[src/rtl/clk_gate_ctrl.sv]
// Per-port clock gating controller with idle hysteresis
// and a round-robin wake arbiter (one wake per cycle).
module clk_gate_ctrl #(
  parameter int NUM_PORTS = 8,
  parameter int CNT_W     = 8,
  parameter int WAKE_CYC  = 2
) (
  input  logic                 clk_in,
  input  logic                 rst,
  input  logic [NUM_PORTS-1:0] busy,
  input  logic [NUM_PORTS-1:0] wake_req,
  input  logic [NUM_PORTS-1:0] force_on,
  input  logic [CNT_W-1:0]     idle_thresh,
  input  logic                 test_mode,
  output logic [NUM_PORTS-1:0] clk_en,
  output logic [NUM_PORTS-1:0] port_ready,
  output logic [NUM_PORTS-1:0] gated
);

  localparam int PW = (NUM_PORTS > 1) ? $clog2(NUM_PORTS) : 1;

  typedef enum logic [1:0] {
    S_RUN,
    S_IDLE,
    S_OFF,
    S_WAKE
  } state_t;

  state_t               st_q  [NUM_PORTS];
  state_t               st_d  [NUM_PORTS];
  logic [CNT_W-1:0]     cnt_q [NUM_PORTS];
  logic [CNT_W-1:0]     cnt_d [NUM_PORTS];
  logic [PW-1:0]        ptr_q, ptr_d;
  logic [NUM_PORTS-1:0] act, req, gnt;
  logic [NUM_PORTS-1:0] en_q, en_d;
  logic [NUM_PORTS-1:0] rdy_q, rdy_d;
  logic [NUM_PORTS-1:0] off_q, off_d;
  logic                 thr_zero;
  logic [CNT_W-1:0]     thr_m1;

  // ptr holds the last granted port; search begins just after it
  function automatic logic [NUM_PORTS-1:0] rr_pick(
    input logic [NUM_PORTS-1:0] r,
    input logic [PW-1:0]        last
  );
    logic [NUM_PORTS-1:0] g;
    int idx;
    g = '0;
    for (int k = 1; k <= NUM_PORTS; k++) begin
      idx = (int'(last) + k) % NUM_PORTS;
      if (g == '0 && r[idx]) g[idx] = 1'b1;
    end
    return g;
  endfunction

  always_comb begin
    act      = busy | wake_req | force_on;
    thr_zero = (idle_thresh == '0);
    thr_m1   = idle_thresh - CNT_W'(1);
    for (int i = 0; i < NUM_PORTS; i++) begin
      req[i] = (st_q[i] == S_OFF) && act[i];
    end
    gnt   = rr_pick(req, ptr_q);
    ptr_d = ptr_q;
    for (int i = 0; i < NUM_PORTS; i++) begin
      if (gnt[i]) ptr_d = PW'(i);
    end
  end

  always_comb begin
    for (int i = 0; i < NUM_PORTS; i++) begin
      st_d[i]  = st_q[i];
      cnt_d[i] = cnt_q[i];
      unique case (st_q[i])
        S_RUN: begin
          if (!act[i] && !thr_zero) begin
            st_d[i]  = S_IDLE;
            cnt_d[i] = '0;
          end
        end
        S_IDLE: begin
          if (act[i] || thr_zero) begin
            st_d[i] = S_RUN;
          end else if (cnt_q[i] >= thr_m1) begin
            st_d[i] = S_OFF;
          end else begin
            cnt_d[i] = cnt_q[i] + CNT_W'(1);
          end
        end
        S_OFF: begin
          if (gnt[i]) begin
            st_d[i]  = S_WAKE;
            cnt_d[i] = '0;
          end
        end
        S_WAKE: begin
          if (int'(cnt_q[i]) >= WAKE_CYC - 1) begin
            st_d[i] = S_RUN;
          end else begin
            cnt_d[i] = cnt_q[i] + CNT_W'(1);
          end
        end
        default: st_d[i] = S_RUN;
      endcase
      en_d[i]  = (st_d[i] != S_OFF);
      rdy_d[i] = (st_d[i] == S_RUN) || (st_d[i] == S_IDLE);
      off_d[i] = (st_d[i] == S_OFF);
    end
  end

  always_ff @(posedge clk_in) begin
    if (rst) begin
      for (int i = 0; i < NUM_PORTS; i++) begin
        st_q[i]  <= S_RUN;
        cnt_q[i] <= '0;
      end
      ptr_q <= '0;
      en_q  <= '1;
      rdy_q <= '1;
      off_q <= '0;
    end else begin
      for (int i = 0; i < NUM_PORTS; i++) begin
        st_q[i]  <= st_d[i];
        cnt_q[i] <= cnt_d[i];
      end
      ptr_q <= ptr_d;
      en_q  <= en_d;
      rdy_q <= rdy_d;
      off_q <= off_d;
    end
  end

  // DFT override bypasses the registers but never touches FSM state
  assign clk_en     = en_q | {NUM_PORTS{test_mode}};
  assign port_ready = rdy_q;
  assign gated      = off_q;

endmodule

[config.mk]
export PLATFORM = sky130hd
export DESIGN_NAME = clk_gate_ctrl
export DESIGN_NICKNAME = d
export VERILOG_FILES = /design/src/rtl/clk_gate_ctrl.sv
export SDC_FILE = /design/constraint.sdc
export NUM_CORES = 1
export LEC_CHECK = 0
export ABC_AREA = 1
export BUFFER_PORTS_ARGS = -buffer_cell sky130_fd_sc_hd__buf_2
export CAP_MARGIN = 5
export CORE_MARGIN = 8
export CORE_UTILIZATION = 62
export CTS_CLUSTER_DIAMETER = 150
export DETAILED_ROUTE_END_ITERATION = 12
export GPL_ROUTABILITY_DRIVEN = 0
export PLACE_DENSITY_LB_ADDON = 0.08
export SLEW_MARGIN = 10
export SYNTH_ARGS = -nofsm -noshare
export SYNTH_HDL_FRONTEND = slang
export SYNTH_SLANG_ARGS = --single-unit
[constraint.sdc]
create_clock -name clk_in -period 7.05 [get_ports clk_in]
set_clock_uncertainty 0.2 [all_clocks]
set_input_delay 1.0575 -clock clk_in [delete_from_list [all_inputs] [get_ports clk_in]]
set_output_delay 1.0575 -clock clk_in [all_outputs]
set_load 0.02 [all_outputs]
==> results of run 1 <==
per-layer routing:
layer  vias to the layer above  part of all wire  wire length, µm
li1                       4383                 -                -
met1                      3793              0.46            10200
met2                       240              0.45            10050
met3                        41             0.060             1328
met4                         0             0.024              531
met5                         -                 0                0
timing repair:
item,CTS,global route
buffers inserted,0,0
resized for setup,0,1
endpoints found under the setup margin,0,1
final cells by class:
type,instances,area share
flip-flops and latches,107,0.2268
well taps,180,0.02385
repair buffers,64,0.03551
clock buffers,9,0.02385
clock inverters,7,0.009143
inverters,184,0.07473
multi-input cells,992,0.6061
worst paths after layout:
check / startpoint / slack, ns / endpoint
worst max-delay path: ptr_q[1]$_SDFFE_PP0P_ / 0.74 / cnt_q[1][26]$_SDFFE_PP0P_
worst min-delay path: cnt_q[0][15]$_SDFFE_PP0P_ / 0.32 / cnt_q[0][15]$_SDFFE_PP0P_
worst max register to register: ptr_q[1]$_SDFFE_PP0P_ / 0.74 / cnt_q[1][26]$_SDFFE_PP0P_
worst min register to register: cnt_q[0][15]$_SDFFE_PP0P_ / 0.32 / cnt_q[0][15]$_SDFFE_PP0P_
tightest hold or removal path, cell delays in order (launching register included):
cell and delay, ns:
dfxtp_1 0.35, nand2_1 0.07, a21oi_1 0.06
cells by family after synthesis:
kind of cell    count (synthesis)
flops                         107
fa+ha+maj                     100
xor+xnor                       35
simple gates                  663
compound gates                194
buf+inv                       204
power groups by stage:
stage                     Sequential (mW)  Clock (mW)  Combinational [mW]
after floorplan                     0.681           0                1.55
after global placement              0.680           0                1.89
after detailed placement            0.681           0                1.90
after CTS                           0.667       0.542                1.92
after global routing                0.672       0.570                2.17
final                               0.667       0.531                1.95
through the flow:
stage / setup slack [ns] / instance area, µm²
floorplan: 1.890 / 8671
finish: 0.7383 / 9443
global route: 0.1380 / 9443
CTS: 0.7589 / 9439
detailed placement: 0.7884 / 9128
global placement: 0.7892 / 9128
cells in the final DEF, fill, tap and decap left out, types with 6 or more instances in the layout:
cell type / instances
a21oi_1: 110
buf_2: 58
buf_4: 6
clkbuf_16: 9
dfxtp_1: 107
ha_1: 100
inv_1: 161
inv_2: 17
nand2_1: 280
nand2_2: 15
nand2_4: 7
nand3_1: 98
nand4_1: 25
nor2_1: 144
nor2_2: 9
nor3_1: 33
nor4_1: 6
o211ai_1: 6
o21a_1: 16
o21ai_0: 24
o21ai_2: 7
or2_2: 17
xnor2_1: 10
xor2_1: 25
state kept, by name, indices dropped and copies added, names as in the netlist:
| signal | count |
|---|---|
| cnt_q | 64 |
| st_q | 16 |
| en_q | 8 |
| gated | 8 |
| port_ready | 8 |
| ptr_q | 3 |
==> results.tsv, run 1 <==
stage	metric	value	unit
final_layout	ff_latch_area	0.002142	mm²
flow_run	cap_violations	0	
global_routing	grt_pass1_wl	36690	µm
global_routing	grt_busiest_layer	met2	
synth	synth_nets	1438	
synth	avgSynthCellArea	6.655	µm²
power_and_ir_drop	totalPowerFinal	3.145	mW
outcome	status	complete, no violations	
synth	synth_xor_area_frac	0.03535	
final_layout	fin_nets	1493	
global_routing	track_usage	0.2460	
detailed_routing	ant_nets	0	
cts	clockBufferDepth	2	
sta	max_slew_margin	0.2087	
global_routing	grt.overflow.total	0	
detailed_routing	drt-total-wl	22110	µm
final_layout	utilization	0.6856	
synth	synth.most_common_cell	nand2_1	
synth	synth_fa_ha_area_frac	0.1443	
sta	setup_viol	0	
die	start_util	0.6295	
detailed_routing	first_pass_iters	6	
power_and_ir_drop	irDropWorstVdd	0.2119	mV
power_and_ir_drop	p_sw_frac	0.5206	
final_layout	n_antenna_cell	0	
detailed_routing	drtIter0Drc	695	
critical_path	cp-start-kind	register	
placement	hpwl	17180	µm
hold_path	hold_depth	2	
critical_path	path_max_fanout	13	
synth	syn_inst	1303	
detailed_routing	drcViolationCount	0	
synth	syn_area	0.008671	mm²
sta	finalCritPeriodShare	0.8953	
cts	cts_buffers	9	
synth	synth.area.top_cells	dfxtp_1 (25%), ha_1 (14%), nand2_1 (12%)	
sta	period_minus_slack	6.312	ns
critical_path	cp-end-kind	register	
sta	rsz0062_at_grt	false	
synth	yosys.area.top_type_share	0.2470	
synth	synth_commonest_cells	nand2_1 (280), inv_1 (161), nor2_1 (144)	
synth	synthMuxAreaShare	0	
synth	synth_ff_type	dfxtp_1	
detailed_routing	vias	8457	
power_and_ir_drop	cell_internal_pwr	1.507	mW
synth	yosysSeqAreaShare	0.2470	
cts	cts_tree	done	
critical_path	crit_path_top_delay_cell	ha_1	
critical_path	cp_num_buf_inv	6	
final_layout	multiInputGateArea	0.005723	mm²
cts	postCtsHoldBufs	0	
synth	synth_top_family_by_area	simple AND/OR/NAND/NOR gates	
global_routing	grt_max_degree	42	
sta	whs	0.3215	ns
sta	worst_pin_slew	1.178	ns
sta	hold_violations	0	
power_and_ir_drop	seqPwrFrac	0.212	
power_and_ir_drop	power.net_switching	1.637	mW
synth	yosys_warnings	0	
sta	fmax	158.4	MHz
detailed_routing	vias_per_cell	5.481	
global_routing	grt_util_met1	0.3263	
global_routing	grt_pass1_vias	7604	
sta	tns	0	ns
die	rows	43	
cts	cts_root_buffer	clkbuf_16	
die	core_area	0.01377	mm²
synth	synth_compound_area_frac	0.1299	
die	die_x	134.3	µm
cts	h-tree-depth	3	
final_layout	area_growth	8.903	%
global_routing	met3_usage	0.04525	
critical_path	cp_top_family	simple AND/OR/NAND/NOR gates	
final_layout	final_layout_size_suffix_gt1_frac	0.1262	
power_and_ir_drop	combPwrFrac	0.619	
final_layout	n_fill_cell	1256	
placement	dp.cells	1527	
power_and_ir_drop	p_per_area	333.0	mW/mm²
critical_path	cp_slowest_stage_delay	0.58	ns
power_and_ir_drop	pwr-share-clk	0.169	
die	fp.dieArea	0.01803	mm²
cts	cts.sinks	107	
die	pin_count	59	
global_routing	grt_use_met2	0.3873	
critical_path	cp.arrival	6.35	ns
cts	clkLatencyLatePin	0.36	ns
power_and_ir_drop	power.leakage	4.318	nW
detailed_routing	wire_per_inst	14.33	µm
synth	async_flop_share	0	
critical_path	worst_r2r_path_depth	43	
synth	synth_top_area_cell	dfxtp_1	
global_routing	grt_antenna_before_repair	0	
critical_path	cp.required	7.09	ns
hold_path	min_path_type	reg2reg	
die	dieHeight	134.3	µm
synth	synth_edf_count	0	
cts	clkTransAtPathRegs	0.08	ns
final_layout	fin_cells	1543	
critical_path	cp_common_cell	nand2_1	
placement	portBuffers	58	
synth	synth_seq_cells	107	
sta	slew_violations	0	
critical_path	cp.depth	43	
synth	ys_types	50	
synth	yosys.area_share.simple	0.3494	
critical_path	path_class	reg2reg	
Note: power is estimated with default switching activity, not from simulation.
==> run 2: changes to the inputs <==
--- a/config.mk
+++ b/config.mk
@@ -9,10 +9,11 @@
 export BUFFER_PORTS_ARGS = -buffer_cell sky130_fd_sc_hd__buf_2
 export CAP_MARGIN = 5
 export CORE_MARGIN = 8
-export CORE_UTILIZATION = 62
+export CORE_UTILIZATION = 65
 export CTS_CLUSTER_DIAMETER = 150
 export DETAILED_ROUTE_END_ITERATION = 12
 export GPL_ROUTABILITY_DRIVEN = 0
+export GPL_TIMING_DRIVEN = 0
 export PLACE_DENSITY_LB_ADDON = 0.08
 export SLEW_MARGIN = 10
 export SYNTH_ARGS = -nofsm -noshare
==> constraint.sdc (replaced) <==
create_clock -name clk_in -period 7.8 [get_ports clk_in]
set_clock_uncertainty 0.2 [all_clocks]
set_input_delay 1.17 -clock clk_in [delete_from_list [all_inputs] [get_ports clk_in]]
set_output_delay 1.17 -clock clk_in [all_outputs]
set_load 0.02 [all_outputs]
==> results.tsv, run 2 (synthesis results as in run 1) <==
stage	metric	value	unit	change
outcome	status	complete, no violations		
critical_path	cp_slowest_stage_delay	0.48	ns	-0.10 ns
cts	cts_buffers	9		unchanged
global_routing	grt.overflow.total	0		unchanged
placement	portBuffers	57		-1.7%
sta	setup_viol	0		unchanged
global_routing	grt_pass1_vias	8203		+7.9%
cts	post_cts_resize_count	0		unchanged
final_layout	mostFrequentLayoutCell	nand2_1		
die	start_util	0.6600		+0.03046
die	die_x	131.5	µm	-2.1%
final_layout	fin_cells	1553		+0.65%
critical_path	path_class	reg2reg		
sta	worst_pin_slew	1.405	ns	+0.2269 ns
cts	cts_tree	done		
sta	tns	0	ns	unchanged
global_routing	grt_antenna_before_repair	1		+1
critical_path	cp_top_family	simple AND/OR/NAND/NOR gates		
global_routing	grt_pass1_wl	38670	µm	+5.4%
sta	fmax	155.5	MHz	-1.8%
cts	clockBufferDepth	2		unchanged
critical_path	cp_num_buf_inv	6		unchanged
final_layout	final_layout_size_suffix_gt1_frac	0.1264		+0.0001694
power_and_ir_drop	p_per_area	301.1	mW/mm²	-9.6%
final_layout	n_fill_cell	1155		-8.0%
final_layout	n_antenna_cell	0		unchanged
final_layout	fin_nets	1507		+0.94%
detailed_routing	ant_nets	0		unchanged
power_and_ir_drop	power.leakage	4.354	nW	+0.83%
sta	rsz0062_at_grt	false		
die	rows	42		-2.3%
sta	whs	0.3165	ns	-0.004936 ns
detailed_routing	vias	8678		+2.6%
sta	finalCritPeriodShare	0.8244		-0.07088
hold_path	hold_start	cnt_q[0][31]$_SDFFE_PP0P_		
cts	clkLatencyLatePin	0.36	ns	about the same
critical_path	path_max_fanout	10		-3
global_routing	track_usage	0.2662		+0.02027
cts	postCtsHoldBufs	0		unchanged
detailed_routing	wire_per_inst	14.88	µm	+3.9%
detailed_routing	drcViolationCount	0		unchanged
final_layout	area_growth	9.567	%	
detailed_routing	drt-total-wl	23110	µm	+4.6%
flow_run	cap_violations	0		unchanged
sta	worst_slack	1.370	ns	+0.6314 ns
cts	postCtsSetupBuffers	0		unchanged
detailed_routing	drtIter0Drc	860		+24%
power_and_ir_drop	irDropWorstVdd	0.1995	mV	-5.9%
cts	clkTransAtPathRegs	0.07	ns	about the same
critical_path	crit_path_top_delay_cell	dfxtp_1		
die	dieHeight	131.5	µm	-2.1%
die	fp.dieArea	0.01729	mm²	-4.1%
placement	hpwl	17310	µm	+0.76%
critical_path	cp-end-kind	register		
final_layout	largest_register	cnt_q		
power_and_ir_drop	totalPowerFinal	2.861	mW	-9.0%
cts	cts.sinks	107		unchanged
critical_path	r2r_start	ptr_q[0]$_SDFFE_PP0P_		
final_layout	largest_reg_flops	64		unchanged
hold_path	min_path_type	reg2reg		
final_layout	final_cell_mix	nand2_1 (280), inv_1 (161), nor2_1 (144)		
sta	slew_violations	0		unchanged
final_layout	stdcell_area	0.009500	mm²	+0.61%
placement	place_ws	1.378	ns	+0.5893 ns
sta	max_slew_margin	0.05991		-0.1488
placement	dp.cells	1537		+0.65%
global_routing	grt_max_degree	20		-52%
cts	cts_root_buffer	clkbuf_16		
critical_path	cp_common_cell	nand2_1		
final_layout	reg_top3	cnt_q x64, st_q x16		
critical_path	cp.arrival	6.46	ns	+0.11 ns
cts	h-tree-depth	3		unchanged
die	core_area	0.01314	mm²	-4.6%
sta	period_minus_slack	6.430	ns	+0.1186 ns
sta	hold_violations	0		unchanged
detailed_routing	first_pass_iters	5		-1
die	pin_count	59		unchanged
placement	place_area	0.009203	mm²	+0.82%
detailed_routing	vias_per_cell	5.588		+2.0%
final_layout	multiInputGateArea	0.005728	mm²	about the same
critical_path	crit_start	ptr_q[0]$_SDFFE_PP0P_		
critical_path	cp.required	7.83	ns	+0.74 ns
critical_path	cp-start-kind	register		
final_layout	utilization	0.7231		+0.03755
final_layout	ff_latch_area	0.002142	mm²	unchanged
## run 2: power breakdown
part / internal (mW) / switching [mW]
Combinational: 0.567 / 1.23
Clock: 0.233 / 0.221
Sequential: 0.575 / 0.0332
Total: 1.37 / 1.49
## run 2: worst register-to-register path, delay by kind of cell, from the launching register on
family,cells,cell delay (ns)
compound gates,2,0.66
fa+ha+maj,1,0.36
buf+inv,6,0.85
flops,1,0.48
simple gates,31,3.77
## run 2: worst paths after layout
| kind | end | slack, ns | cells past startpoint |
|---|---|---|---|
| min | cnt_q[0][31]$_SDFFE_PP0P_ | 0.32 | 2 |
| min reg2reg | cnt_q[0][31]$_SDFFE_PP0P_ | 0.32 | 2 |
| max reg2reg | cnt_q[0][6]$_SDFFE_PP0P_ | 1.37 | 40 |
| max | cnt_q[0][6]$_SDFFE_PP0P_ | 1.37 | 40 |
## run 2: layout make-up
type,instances,area share
Timing Repair Buffer,58,0.03121
Tap cell,176,0.02318
Clock buffer,10,0.02515
Clock inverter,6,0.006190
Multi-Input combinational cell,992,0.6029
Buffer,20,0.01159
Sequential cell,107,0.2255
Inverter,184,0.07428
## run 2: per-layer routing
layer / wire (µm) / track usage / up-vias
met2: 11000 / 0.4642 / 277
li1: - / - / 4411
met1: 9959 / 0.3153 / 3928
met4: 835 / 0.1174 / 0
met3: 1319 / 0.04345 / 62
met5: 0 / 0 / -
